[src/rtl/uart_tx_serializer_if.sv]
// rtl/uart_tx_serializer_if.sv - controller-to-serializer signal bundle for the UART TX data path
interface uart_tx_serializer_if #(
  parameter int DATA_WIDTH = 8
);

  // Word intake from the upstream producer
  logic [DATA_WIDTH-1:0] P_DATA;
  logic                  DATA_VALID;
  logic                  PAR_TYP;

  // Phase information from the TX controller FSM
  logic                  ser_en;
  logic [1:0]            mux_sel;

  // Serializer results back to the controller
  logic                  ser_data;
  logic                  ser_done;
  logic                  par_bit;
  logic                  pending;
  logic                  overrun;

  // Controller / producer side
  modport master (
    output P_DATA, DATA_VALID, PAR_TYP, ser_en, mux_sel,
    input  ser_data, ser_done, par_bit, pending, overrun
  );

  // Serializer side
  modport slave (
    input  P_DATA, DATA_VALID, PAR_TYP, ser_en, mux_sel,
    output ser_data, ser_done, par_bit, pending, overrun
  );

endinterface

[src/rtl/uart_tx_serializer.sv]
// rtl/uart_tx_serializer.sv - UART TX shift register, parity and 1-deep word holding buffer
module uart_tx_serializer #(
  parameter int DATA_WIDTH = 8
) (
  input  logic                 CLK,
  input  logic                 rst,
  uart_tx_serializer_if.slave  bus
);

  localparam int               CNT_W    = $clog2(DATA_WIDTH);
  localparam logic [CNT_W-1:0] LAST_BIT = CNT_W'(DATA_WIDTH - 1);
  localparam logic [1:0]       MUX_DATA = 2'b10;

  logic [DATA_WIDTH-1:0] shift_reg;
  logic [DATA_WIDTH-1:0] hold_reg;
  logic [CNT_W-1:0]      bit_cnt;
  logic                  hold_valid;
  logic                  par_q;
  logic                  overrun_q;
  logic                  data_phase;
  logic                  last_bit;

  // The controller only advances the shifter while it is in the data phase of a frame
  assign data_phase = bus.ser_en && (bus.mux_sel == MUX_DATA);
  assign last_bit   = (bit_cnt == LAST_BIT);

  assign bus.ser_data = shift_reg[0];
  assign bus.ser_done = data_phase && last_bit;
  assign bus.par_bit  = par_q;
  assign bus.pending  = hold_valid;
  assign bus.overrun  = overrun_q;

  // Shift path: load a word while idle (held word has priority), shift LSB-first in the data phase
  always_ff @(posedge CLK) begin
    if (rst) begin
      shift_reg <= '0;
      bit_cnt   <= '0;
      par_q     <= 1'b0;
    end else if (!bus.ser_en) begin
      if (hold_valid) begin
        shift_reg <= hold_reg;
        bit_cnt   <= '0;
        par_q     <= (^hold_reg) ^ bus.PAR_TYP;
      end else if (bus.DATA_VALID) begin
        shift_reg <= bus.P_DATA;
        bit_cnt   <= '0;
        par_q     <= (^bus.P_DATA) ^ bus.PAR_TYP;
      end
    end else if (data_phase) begin
      // The last data bit stays in place; the counter rewinds for the next frame
      if (last_bit) begin
        bit_cnt <= '0;
      end else begin
        shift_reg <= {1'b0, shift_reg[DATA_WIDTH-1:1]};
        bit_cnt   <= bit_cnt + CNT_W'(1);
      end
    end
  end

  // Holding buffer: absorbs one word per frame, drains into the shifter on an idle cycle
  always_ff @(posedge CLK) begin
    if (rst) begin
      hold_reg   <= '0;
      hold_valid <= 1'b0;
      overrun_q  <= 1'b0;
    end else begin
      overrun_q <= 1'b0;
      if (!bus.ser_en) begin
        // The held word moves to the shifter this cycle; a coincident arrival refills the slot
        if (hold_valid) begin
          if (bus.DATA_VALID) begin
            hold_reg <= bus.P_DATA;
          end else begin
            hold_valid <= 1'b0;
          end
        end
      end else if (bus.DATA_VALID) begin
        if (hold_valid) begin
          overrun_q <= 1'b1;
        end else begin
          hold_reg   <= bus.P_DATA;
          hold_valid <= 1'b1;
        end
      end
    end
  end

endmodule

[src/flat_wrapper.sv]
// flat-port wrapper written by rule: the top's interface ports become plain ports
module uart_tx_serializer_flat 
#(
  parameter int DATA_WIDTH = 8
)
  (CLK, rst, bus_P_DATA, bus_DATA_VALID, bus_PAR_TYP, bus_ser_en, bus_mux_sel, bus_ser_data, bus_ser_done, bus_par_bit, bus_pending, bus_overrun);
  uart_tx_serializer_if #(.DATA_WIDTH(DATA_WIDTH)) bus_i ();
  input  logic CLK;
  input  logic rst;
  input wire logic [$bits(bus_i.P_DATA)-1:0] bus_P_DATA;
  input wire logic [$bits(bus_i.DATA_VALID)-1:0] bus_DATA_VALID;
  input wire logic [$bits(bus_i.PAR_TYP)-1:0] bus_PAR_TYP;
  input wire logic [$bits(bus_i.ser_en)-1:0] bus_ser_en;
  input wire logic [$bits(bus_i.mux_sel)-1:0] bus_mux_sel;
  output wire logic [$bits(bus_i.ser_data)-1:0] bus_ser_data;
  output wire logic [$bits(bus_i.ser_done)-1:0] bus_ser_done;
  output wire logic [$bits(bus_i.par_bit)-1:0] bus_par_bit;
  output wire logic [$bits(bus_i.pending)-1:0] bus_pending;
  output wire logic [$bits(bus_i.overrun)-1:0] bus_overrun;
  assign bus_i.P_DATA = bus_P_DATA;
  assign bus_i.DATA_VALID = bus_DATA_VALID;
  assign bus_i.PAR_TYP = bus_PAR_TYP;
  assign bus_i.ser_en = bus_ser_en;
  assign bus_i.mux_sel = bus_mux_sel;
  assign bus_ser_data = bus_i.ser_data;
  assign bus_ser_done = bus_i.ser_done;
  assign bus_par_bit = bus_i.par_bit;
  assign bus_pending = bus_i.pending;
  assign bus_overrun = bus_i.overrun;
  uart_tx_serializer #(.DATA_WIDTH(DATA_WIDTH)) u_core (.CLK(CLK), .rst(rst), .bus(bus_i));
endmodule
[config.mk]
export PLATFORM = sky130hd
export DESIGN_NAME = uart_tx_serializer_flat
export DESIGN_NICKNAME = d
export VERILOG_FILES = /design/src/rtl/uart_tx_serializer_if.sv /design/src/rtl/uart_tx_serializer.sv /design/src/flat_wrapper.sv
export SDC_FILE = /design/constraint.sdc
export NUM_CORES = 1
export LEC_CHECK = 0
export CAP_MARGIN = 40
export CELL_PAD_IN_SITES_DETAIL_PLACEMENT = 1
export CELL_PAD_IN_SITES_GLOBAL_PLACEMENT = 1
export CORE_MARGIN = 2
export CORE_UTILIZATION = 35
export CTS_CLUSTER_SIZE = 8
export DETAILED_ROUTE_END_ITERATION = 6
export GPL_TIMING_DRIVEN = 1
export PLACE_DENSITY_LB_ADDON = 0.15
export SLEW_MARGIN = 20
export SYNTH_ARGS = -nofsm -noshare
export SYNTH_HDL_FRONTEND = slang
export SYNTH_SLANG_ARGS = --single-unit
[constraint.sdc]
create_clock -name CLK -period 1.7 [get_ports CLK]
set_clock_uncertainty 0.2 [all_clocks]
set_input_delay 0.17 -clock CLK [delete_from_list [all_inputs] [get_ports CLK]]
set_output_delay 0.17 -clock CLK [all_outputs]
set_load 0.01 [all_outputs]
==> results.py, run 1 <==
metrics = {
    "outcome": {
        "result_of_the_run": "finished, final reports clean",
    },
    "yosys": {
        "synth_top_area_share": 0.381,
        "post_synth_instance_area_um2": 1160,
        "synth_area_leader_cell": "sky130_fd_sc_hd__dfxtp_1",
        "post_synth_mux_area_share": 0.209,
        "yosys_most_used_dff": "sky130_fd_sc_hd__dfxtp_1",
        "synthesized_area_fraction_occupied_by_and_or_nand_nor_cells": 0.160,
        "yosys-top-cells-area": "sky130_fd_sc_hd__dfxtp_1, sky130_fd_sc_hd__mux2i_1, sky130_fd_sc_hd__xnor2_1",
        "synth_xor_area_frac": 0.114,
        "synth_enable_flop_cells": 0,
        "synth_seq_cells": 22,
        "synthArstFlopShare": 0,
        "post_synth_most_frequent_cells": "sky130_fd_sc_hd__mux2i_1, sky130_fd_sc_hd__nor2_1, sky130_fd_sc_hd__dfxtp_1",
        "synth_compound_gate_area_share": 0.0823,
        "synth_cell_types": 25,
        "synthesis.yosys.warnings": 0,
        "post_synth.cell_area_avg_um2": 8.96,
        "post_synth_inst_count": 129,
        "synth_fp_nets": 146,
        "combinational_family_with_the_most_area_after_synthesis": "multiplexers",
        "synth_adder_area_share": 0.0216,
        "synth.yosys.seq_area_share": 0.381,
    },
    "cts": {
        "cts_num_sinks": 22,
        "clock_tree_from_tritoncts": "done",
        "clock_path_buffers": 2,
        "cts.htree.levels": 1,
        "clk_root_buffer_cell": "sky130_fd_sc_hd__clkbuf_4",
        "clk_pin_slew_worst_paths_ns": 0.12,
        "cts_inserted_buffers": 3,
        "clock_network_latency_to_the_later_pin_of_the_worst_skew_pair_ns": 0.30,
    },
    "setup_path": {
        "critical_path.n_buffers_inverters": 1,
        "cp_launch_type": "flip-flop",
        "cp_slowest_cell": "sky130_fd_sc_hd__dfxtp_2",
        "regToRegEndpoint": "u_core.shift_reg[7]",
        "cp_cell_sequence": "ha_1, ha_2, and2_1, buf_2",
        "worstSetupEndpoint": "bus_ser_done",
        "end_kind": "primary output",
        "timing.critical_path.fanout_max": 3,
        "worstSetupStartpoint": "u_core.bit_cnt[0]",
        "worst_case_register_to_register_setup_slack_ns": 0.14,
        "data_arrival_time_at_the_worst_slack_endpoint_ns": 1.28,
        "timing.critical_path.required_ns": 1.33,
        "top_family_by_delay_on_critical_path": "adder cells",
        "cp_num_cells": 4,
        "r2r_cells": 5,
        "path_class": "reg -> out",
        "regToRegStartpoint": "u_core.bit_cnt[0]",
        "cpPeakStageDelay_ns": 0.35,
    },
    "die": {
        "row_count": 20,
        "core-area_um2": 3100,
        "horizontal_extent_of_the_die_um": 61.5,
        "boundaryPins": 20,
        "initial_cell_density_of_the_core": 0.373,
        "design.die.area_um2": 3780,
        "die_height_um": 61.5,
    },
    "final_layout": {
        "layout.nets": 183,
        "final_core_util": 0.498,
        "nFillCells": 380,
        "final-seq-area_um2": 443,
        "drive_above_1_share": 0.177,
        "diodes": 0,
        "area_growth_syn_to_layout_pct": 33.5,
        "multi_input_area_um2": 682,
    },
    "power_and_ir_drop": {
        "p_int_uw": 792,
        "power.combinational.fraction": 0.274,
        "net-switching-power_uw": 305,
        "switching_share": 0.278,
        "power_density_nw_per_um2": 710,
        "pwr-share-clk": 0.213,
        "worst_vdd_drop_uv": 586,
        "fin_total_pwr_mw": 1.10,
        "leakage_nw": 0.668,
        "seq_power_share": 0.513,
    },
    "timing": {
        "slew_viol_final": 0,
        "timing.final.crit_share": 0.970,
        "setup_violations": 0,
        "finalHoldWorstSlack_ns": 0.320,
        "pin_slew_with_the_least_headroom_to_its_limit_ns": 0.266,
        "period_minus_slack_ns": 1.65,
        "maxSlewHeadroom": 0.820,
        "max_clock_freq_mhz": 606,
        "timing.final.hold_violations": 0,
    },
    "global_routing": {
        "number_of_antenna_violations_at_the_first_check_in_global_routing": 0,
        "grt_start_max_net_pins": 22,
        "vias_in_the_first_global_route": 1030,
        "overflow": 0,
        "grt_util_all_layers": 0.160,
        "grt_first_pass_wirelength_um": 4440,
    },
    "drt": {
        "route.vias.total": 1003,
        "drt_pre_antenna_iters": 4,
        "vias_per_cell": 4.82,
        "number_of_antenna_violating_nets_in_the_routed_design": 0,
        "postRouteWirelength_um": 2730,
        "initialDrtViolationCount": 12,
        "drc": 0,
        "avgRoutedWirePerCell_um": 13.1,
    },
    "flow_run": {
        "maxCapViolCount": 0,
    },
    "placed_design": {
        "globalplace.congestion": 0.731,
        "port_buffers": 19,
        "post-dp-hpwl_um": 2040,
    },
    "min_path": {
        "timing.hold.worst.class": "reg -> reg",
    },
}
==> per-layer routing <==
metal,share of wire,wire (µm),track usage,vias to the layer above
met4,0.013,36,0.0365,0
met5,0,0,0,-
met2,0.48,1310,0.280,16
met1,0.46,1260,0.195,478
met3,0.043,116,0.0462,4
li1,-,-,-,505
==> power by group through the flow <==
stage | clock network (mW) | registers [mW] | logic, mW
floorplan | 0 | 0.573 | 0.180
global placement | 0 | 0.572 | 0.293
detailed placement | 0 | 0.574 | 0.299
CTS | 0.245 | 0.563 | 0.302
global route | 0.273 | 0.567 | 0.331
finish | 0.233 | 0.563 | 0.300
==> through the flow <==
stage           TNS, ns  cell area, µm²  instances  setup slack, ns
2_1_floorplan         0            1160        129           0.0191
3_3_place_gp      -2.78            1500        203           -0.221
3_5_place_dp      -3.42            1500        203           -0.269
4_1_cts               0            1540        207           0.0333
5_1_grt        -0.00692            1540        208         -0.00692
6_report              0            1540        208           0.0509
==> worst min-delay path by stage <==
| stage | from | to | slack, ns | depth (start not counted) |
|---|---|---|---|---|
| 2_1_floorplan | rst | u_core.bus.overrun | 0.05 | 1 |
| 3_3_place_gp | u_core.shift_reg[1] | u_core.shift_reg[1] | 0.28 | 2 |
| 3_5_place_dp | u_core.shift_reg[0] | u_core.shift_reg[0] | 0.30 | 2 |
| 4_1_cts | u_core.shift_reg[6] | u_core.shift_reg[6] | 0.33 | 2 |
| 5_1_grt | rst | u_core.bus.par_bit | 0.35 | 3 |
| 6_report | u_core.shift_reg[1] | u_core.shift_reg[1] | 0.32 | 2 |
==> worst reg2reg max path, delay by kind of cell (launching register included) <==
kind                       cells  cell delay (ns)
adders and majority gates      2             0.37
and+or+nand+nor                1             0.05
AOI/OAI and AO/OA              2             0.49
DFF                            1             0.35
==> cell type report <==
type / instances / share of cell area
flip-flops and latches: 22 / 0.287
clock buffers: 3 / 0.0146
well taps: 44 / 0.0357
repair buffers: 39 / 0.219
multi-input cells: 99 / 0.442
inverters: 1 / 0.00243
==> placed cells by master (no fill, tap or decap) <==
cell type / synthesis / layout
sky130_fd_sc_hd__clkbuf_4: 0 / 3
sky130_fd_sc_hd__o21ai_0: 9 / 9
sky130_fd_sc_hd__dfxtp_2: 0 / 2
sky130_fd_sc_hd__a21oi_1: 1 / 1
sky130_fd_sc_hd__buf_2: 3 / 1
sky130_fd_sc_hd__nand2b_1: 1 / 1
sky130_fd_sc_hd__buf_6: 0 / 1
sky130_fd_sc_hd__buf_4: 1 / 19
sky130_fd_sc_hd__mux2i_1: 23 / 23
sky130_fd_sc_hd__a21o_2: 0 / 1
sky130_fd_sc_hd__ha_1: 2 / 1
sky130_fd_sc_hd__nor3b_1: 1 / 1
sky130_fd_sc_hd__nor4_1: 1 / 1
sky130_fd_sc_hd__ha_2: 0 / 1
sky130_fd_sc_hd__dfxtp_1: 22 / 20
sky130_fd_sc_hd__o21bai_1: 1 / 1
sky130_fd_sc_hd__inv_1: 1 / 1
sky130_fd_sc_hd__clkdlybuf4s50_1: 0 / 17
sky130_fd_sc_hd__nand3b_1: 1 / 1
sky130_fd_sc_hd__dlygate4sd2_1: 0 / 1
sky130_fd_sc_hd__and4b_1: 1 / 1
sky130_fd_sc_hd__nand2_1: 11 / 11
sky130_fd_sc_hd__a22oi_1: 4 / 4
sky130_fd_sc_hd__nand3_1: 1 / 1
sky130_fd_sc_hd__mux2_2: 1 / 1
sky130_fd_sc_hd__nor2_1: 23 / 23
sky130_fd_sc_hd__xor2_1: 2 / 2
sky130_fd_sc_hd__nor4b_1: 1 / 1
sky130_fd_sc_hd__and2_1: 1 / 1
sky130_fd_sc_hd__xnor2_1: 13 / 13
==> cell families after synthesis <==
| group | Yosys count |
|---|---|
| flip-flops | 22 |
| buffers and inverters | 8 |
| adder cells (fa/ha/maj) | 2 |
| AO/OA/AOI/OAI | 16 |
| XOR/XNOR | 15 |
| AND/OR/NAND/NOR | 42 |
| multiplexers | 24 |
==> timing repair <==
action | 4_1_cts | 5_1_grt
setup endpoints to repair | 2 | 9
cloned | 0 | 0
hold buffers | 0 | 0
gates resized for setup | 8 | 1
endpoints found under the hold margin | 0 | 0
buffers inserted | 1 | 1
Note: power is estimated with default switching activity, not from simulation.
==> run 2, diff against run 1 <==
Settings changed: CTS_CLUSTER_SIZE 8 to unset.
==> results of run 2 <==
Final layout, timing and power as in run 1 (identical DEF).
==> run 3, diff against run 2 <==
Settings changed: GPL_TIMING_DRIVEN 1 to unset.
==> results of run 3 <==
Final layout, timing and power as in run 1 (identical DEF).
